## src/rtl/rr_muxnway.sv

```systemverilog
// rr_muxnway: N-channel, W-bit valid/ready multiplexer with a registered
// output stage. Selection is either fixed (external sel) or round-robin
// among the valid channels. Each transfer takes one cycle from input
// handshake to out_valid. While out_ready stays high the block sustains
// one word per cycle.
//
// Ports:
//   clk        system clock, all state on the rising edge
//   rst        synchronous reset, active-high
//   mode       0 = fixed select via sel, 1 = round-robin
//   sel        channel index used in mode 0
//   in_data    N*W flattened inputs, channel k at [k*W +: W]
//   in_valid   per-channel valid
//   in_ready   per-channel ready, at most one bit high
//   out_data   registered output word
//   out_chan   channel that supplied out_data
//   out_valid  output register holds a word
//   out_ready  consumer accepts the word

// Per-channel request qualification. Each lane decides whether it competes
// for the grant this cycle. In round-robin mode it also reports whether it
// lies above the last-grant pointer, which gives it priority.
module rr_muxnway_lane #(
    parameter int SELW = 2,
    parameter int IDX  = 0
) (
    input  logic            mode,
    input  logic [SELW-1:0] sel,
    input  logic [SELW-1:0] ptr,
    input  logic            valid,
    output logic            req,
    output logic            req_hi
);
    localparam logic [SELW-1:0] IDX_C = SELW'(IDX);

    always_comb begin
        req    = 1'b0;
        req_hi = 1'b0;
        if (!mode) begin
            // Fixed select: only the addressed lane may request. An
            // out-of-range sel matches no lane, so nothing is granted.
            req    = valid && (sel == IDX_C);
            req_hi = req;
        end else begin
            // Round-robin: lanes above ptr are searched first. ptr itself
            // and the lanes below it form the wrapped second pass.
            req    = valid;
            req_hi = valid && (IDX_C > ptr);
        end
    end
endmodule

module rr_muxnway #(
    parameter int N    = 4,
    parameter int W    = 16,
    parameter int SELW = 2
) (
    input  logic              clk,
    input  logic              rst,
    input  logic              mode,
    input  logic [SELW-1:0]   sel,
    input  logic [N*W-1:0]    in_data,
    input  logic [N-1:0]      in_valid,
    output logic [N-1:0]      in_ready,
    output logic [W-1:0]      out_data,
    output logic [SELW-1:0]   out_chan,
    output logic              out_valid,
    input  logic              out_ready
);
    generate
        if (N < 2 || SELW != $clog2(N)) begin : g_param_chk
            $error("rr_muxnway: need N >= 2 and SELW == clog2(N)");
        end
    endgenerate

    // Output register and last-grant pointer.
    logic [W-1:0]    out_data_q, out_data_d;
    logic [SELW-1:0] out_chan_q, out_chan_d;
    logic            out_valid_q, out_valid_d;
    logic [SELW-1:0] ptr_q, ptr_d;

    // Per-lane requests.
    logic [N-1:0]    req;
    logic [N-1:0]    req_hi;

    // Grant decision.
    logic            hi_any, lo_any;
    logic [SELW-1:0] hi_idx, lo_idx;
    logic            grant_vld;
    logic [SELW-1:0] grant_idx;
    logic            load_en;
    logic            xfer;

    logic [N-1:0][W-1:0] in_data_a;
    assign in_data_a = in_data;

    generate
        for (genvar k = 0; k < N; k++) begin : g_lane
            rr_muxnway_lane #(
                .SELW (SELW),
                .IDX  (k)
            ) u_lane (
                .mode   (mode),
                .sel    (sel),
                .ptr    (ptr_q),
                .valid  (in_valid[k]),
                .req    (req[k]),
                .req_hi (req_hi[k])
            );
        end
    endgenerate

    // Lowest-index pick in each request class. Scanning from the top down
    // leaves the lowest set index in the result. A hit above ptr takes
    // precedence over the wrapped pass. This matches a modulo-N search
    // that starts at ptr+1 and checks ptr last. In mode 0 at most one lane
    // requests, so both classes resolve to the same lane.
    always_comb begin
        hi_any = 1'b0;
        hi_idx = '0;
        lo_any = 1'b0;
        lo_idx = '0;
        for (int k = N - 1; k >= 0; k--) begin
            if (req_hi[k]) begin
                hi_any = 1'b1;
                hi_idx = SELW'(k);
            end
            if (req[k]) begin
                lo_any = 1'b1;
                lo_idx = SELW'(k);
            end
        end
        grant_vld = hi_any || lo_any;
        grant_idx = hi_any ? hi_idx : lo_idx;
    end

    // The register can accept a word when it is empty or being drained this
    // cycle. No ready is offered during reset.
    assign load_en = !out_valid_q || out_ready;
    assign xfer    = load_en && grant_vld && !rst;

    always_comb begin
        in_ready = '0;
        if (xfer) begin
            in_ready[grant_idx] = 1'b1;
        end
    end

    always_comb begin
        out_data_d  = out_data_q;
        out_chan_d  = out_chan_q;
        out_valid_d = out_valid_q;
        ptr_d       = ptr_q;
        if (load_en) begin
            if (grant_vld) begin
                out_data_d  = in_data_a[grant_idx];
                out_chan_d  = grant_idx;
                out_valid_d = 1'b1;
                ptr_d       = grant_idx;
            end else begin
                // Drain with nothing to refill. The data and channel keep
                // their last values.
                out_valid_d = 1'b0;
            end
        end
    end

    always_ff @(posedge clk) begin
        if (rst) begin
            out_data_q  <= '0;
            out_chan_q  <= '0;
            out_valid_q <= 1'b0;
            ptr_q       <= SELW'(N - 1);
        end else begin
            out_data_q  <= out_data_d;
            out_chan_q  <= out_chan_d;
            out_valid_q <= out_valid_d;
            ptr_q       <= ptr_d;
        end
    end

    assign out_data  = out_data_q;
    assign out_chan  = out_chan_q;
    assign out_valid = out_valid_q;
endmodule
```

## config.mk

```make
export PLATFORM = sky130hd
export DESIGN_NAME = rr_muxnway
export DESIGN_NICKNAME = d
export VERILOG_FILES = /design/src/rtl/rr_muxnway.sv
export SDC_FILE = /design/constraint.sdc
export NUM_CORES = 1
export LEC_CHECK = 0
export ABC_CLOCK_PERIOD_IN_PS = 2250
export CAP_MARGIN = 10
export CORE_MARGIN = 4
export CORE_UTILIZATION = 37
export CTS_BUF_LIST = sky130_fd_sc_hd__clkbuf_8
export CTS_CLUSTER_DIAMETER = 60
export DETAILED_ROUTE_END_ITERATION = 6
export PLACE_DENSITY = 0.79
export SLEW_MARGIN = 0
export SYNTH_ARGS = -nofsm -noshare
export SYNTH_HDL_FRONTEND = slang
export SYNTH_SLANG_ARGS = --single-unit
```

## constraint.sdc

```tcl
create_clock -name clk -period 2.25 [get_ports clk]
set_input_delay 0.3375 -clock clk [delete_from_list [all_inputs] [get_ports clk]]
set_output_delay 0.3375 -clock clk [all_outputs]
set_load 0.01 [all_outputs]
```

==> results <==
## power breakdown
group	switching [mW]	internal, mW	leakage [nW]
clock network	0.130	0.124	0.0255
registers	0.0311	0.425	0.174
logic	0.302	0.398	0.896
total	0.463	0.947	1.10
## routing by layer
layer	wire length [um]	part of all wire	GRT usage
met4	69	0.013	0.0438
met3	449	0.082	0.0455
met1	2280	0.42	0.245
met2	2650	0.49	0.355
met5	0	0	0
## flip-flops by register name, indices dropped and copies added (netlist names)
register / count
out_data: 16
ptr_q: 2
out_chan: 2
out_valid: 1
## cell usage after synthesis, types with 3 or more instances
library cell,n,share of area
a221oi_1,6,0.036
a221oi_2,10,0.10
buf_2,5,0.017
buf_6,4,0.031
clkbuf_1,5,0.013
dfxtp_1,21,0.28
inv_1,16,0.041
mux2_1,16,0.12
nand2_1,19,0.048
nand3_1,4,0.014
nor2_1,8,0.020
nor2b_1,3,0.013
nor3_1,3,0.010
o21ai_0,4,0.014
o21ai_1,3,0.010
o221ai_1,16,0.095
## worst reg2reg max path, cell delays in order (launching register included)
cell	delay, ns
dfxtp_1	0.40
nor2b_1	0.08
o21ai_2	0.18
nand3_1	0.15
o21ai_4	0.27
buf_8	0.20
mux2_1	0.35
o221ai_1	0.23
a221oi_2	0.08
## cell families after synthesis
group                  Yosys count  share of synthesized area
DFF                             21                      0.285
buffers and inverters           33                      0.111
and+or+nand+nor                 47                      0.161
AOI/OAI and AO/OA               49                      0.308
muxes                           18                      0.136
## path summary, 6_finish.rpt
check	end	slack [ns]	cells after the start
setup reg to reg	out_data[8]$_SDFFE_PP0P_	0.21	8
hold reg to reg	out_data[5]$_SDFFE_PP0P_	0.48	2
hold / removal	out_data[5]$_SDFFE_PP0P_	0.48	2
setup / recovery	in_ready[1]	0.12	8
## stage by stage
step / TNS, ns / area (um^2) / util
2_1_floorplan: 0 / 1480 / -
3_3_place_gp: -8.86 / 2590 / 0.686
3_5_place_dp: -10.17 / 2590 / 0.686
4_1_cts: 0 / 2680 / 0.711
5_1_grt: -0.0111 / 2720 / 0.721
6_report: 0 / 2720 / 0.721
## timing repair
action,CTS,global route
resized for setup,37,11
pin swaps,2,3
buffers inserted,2,2
endpoints found under the setup margin,20,20
endpoints found under the hold margin,0,0
## area by class of cell
class | instances | area share
clock buffers | 3 | 0.0152
clock inverters | 1 | 0.00184
inverters | 17 | 0.0235
multi-input cells | 114 | 0.358
flip-flops and latches | 21 | 0.155
well taps | 48 | 0.0221
repair buffers | 123 | 0.425
==> flow_summary_export.csv <==
group,metric,value,unit
clocking,cts_buffers,3,
placement,dp_hpwl,4180,um
clocking,cts.clk_slew.worst_paths,0.08,ns
final_layout,antennaDiodeCount,0,
route,first_pass_iters,4,
die,pin_count,97,
hold_path,hp-start,"out_data[5]$_SDFFE_PP0P_",
clocking,cts_max_path_buffers,2,
sta,setup_slack,0.123,ns
worst_setup_path,crit_required,1.91,ns
synthesis,syn-cell-area,1480,um^2
final_layout,stdcell_count,327,
final_layout,layout_common_cells,"clkdlybuf4s50_1 (85), buf_4 (24), dfxtp_1 (21), nand2_1 (19)",
synthesis,ys_async_sr_fraction,0,
final_layout,area_growth,84.1,%
route,route.vias.total,1769,
route,avgRoutedWirePerCell,16.7,um
worst_setup_path,cp_max_fo,6,
synthesis,synth_edf_count,0,
die,start_util,0.392,
placement,post-place-ws,-0.617,ns
worst_setup_path,r2r-start,"ptr_q[1]$_SDFFE_PP1P_",
synthesis,yosys_warnings,0,
grt,grt_pass1_wl,8180,um
worst_setup_path,crit_path_cell_trace,"dlygate4sd2_1 > nand4b_1 > a32oi_2 > o21ai_1 > nand2b_1 > nand2_1 > nor3_1 > buf_2",
grt,grtUsageTotal,0.200,
power_and_ir_drop,power,1.41,mW
sta,drv_slew,0,
route,avgViaCountPerCell,5.41,
worst_setup_path,cp_top_family,"simple AND/OR/NAND/NOR gates",
sta,period_needed,2.13,ns
synthesis,synth_seq_area_share,0.285,
route,drt-total-wl,5450,um
clocking,clockRootBuffer,"clkbuf_8",
grt,grt_max_degree,19,
synthesis,ys.flop_type,"dfxtp_1",
grt,grt_pass1_vias,1701,
clocking,cts_tree,"done",
worst_setup_path,cp_num_buf_inv,2,
final_layout,multi_input_area,972,um^2
hold_path,min_path_type,"reg2reg",
die,fp.dieArea,5070,um^2
route,initialDrtViolationCount,116,
worst_setup_path,start_kind,"input port",
worst_setup_path,critPathLaunch,"sel[1]",
job,cap_violations,0,
sta,finalHoldViolCount,0,
placement,place_inst,319,
sta,max_freq,470,MHz
placement,io_buffers,96,
sta,setup_violations,0,
route,postRouteAntennaNets,0,
placement,gp_congestion,0.841,
sta,fin_crit_sh,0.945,
worst_setup_path,slowest_stage,"dlygate4sd2_1",
die,core,3770,um^2
grt,antenna_found_initial,0,
final_layout,layout.nets,354,
sta,tightest_slew,0.312,ns
final_layout,nFillCells,317,
die,rows,22,
clocking,clk_latency,0.26,ns
clocking,clock-sinks,21,
power_and_ir_drop,worst_ir_drop_vdd,0.412,mV
synthesis,synthCells,168,
final_layout,drive_gt1_frac,0.226,
die,fp.dieW,71.2,um
grt,grt.overflow.total,0,
die,dieHeight,71.2,um
power_and_ir_drop,p_leak,1.10,nW
final_layout,register_area,420,um^2
clocking,htreeDepth,1,
final_layout,layout_commonest_cell,"clkdlybuf4s50_1",
worst_setup_path,crit_path_end_kind,"output pin",
worst_setup_path,worstSetupPathType,"in2out",
status,status,"finished, final reports clean",
sta,whs,0.479,ns
synthesis,synth_area_per_cell,8.79,um^2
synthesis,syn_nets,242,
power_and_ir_drop,powerDensity,519,nW/um^2
synthesis,post_synth_num_cell_types,35,
clocking,hold_buffers,0,
worst_setup_path,critPathMaxStageDelay,0.33,ns
sta,timing.slew.headroom,0.791,
route,drcViolationCount,0,
sta,skew,0.00394,ns
synthesis,yosys_register_bits,21,
worst_setup_path,arrival,1.79,ns
(Power assumes the default switching activity.)
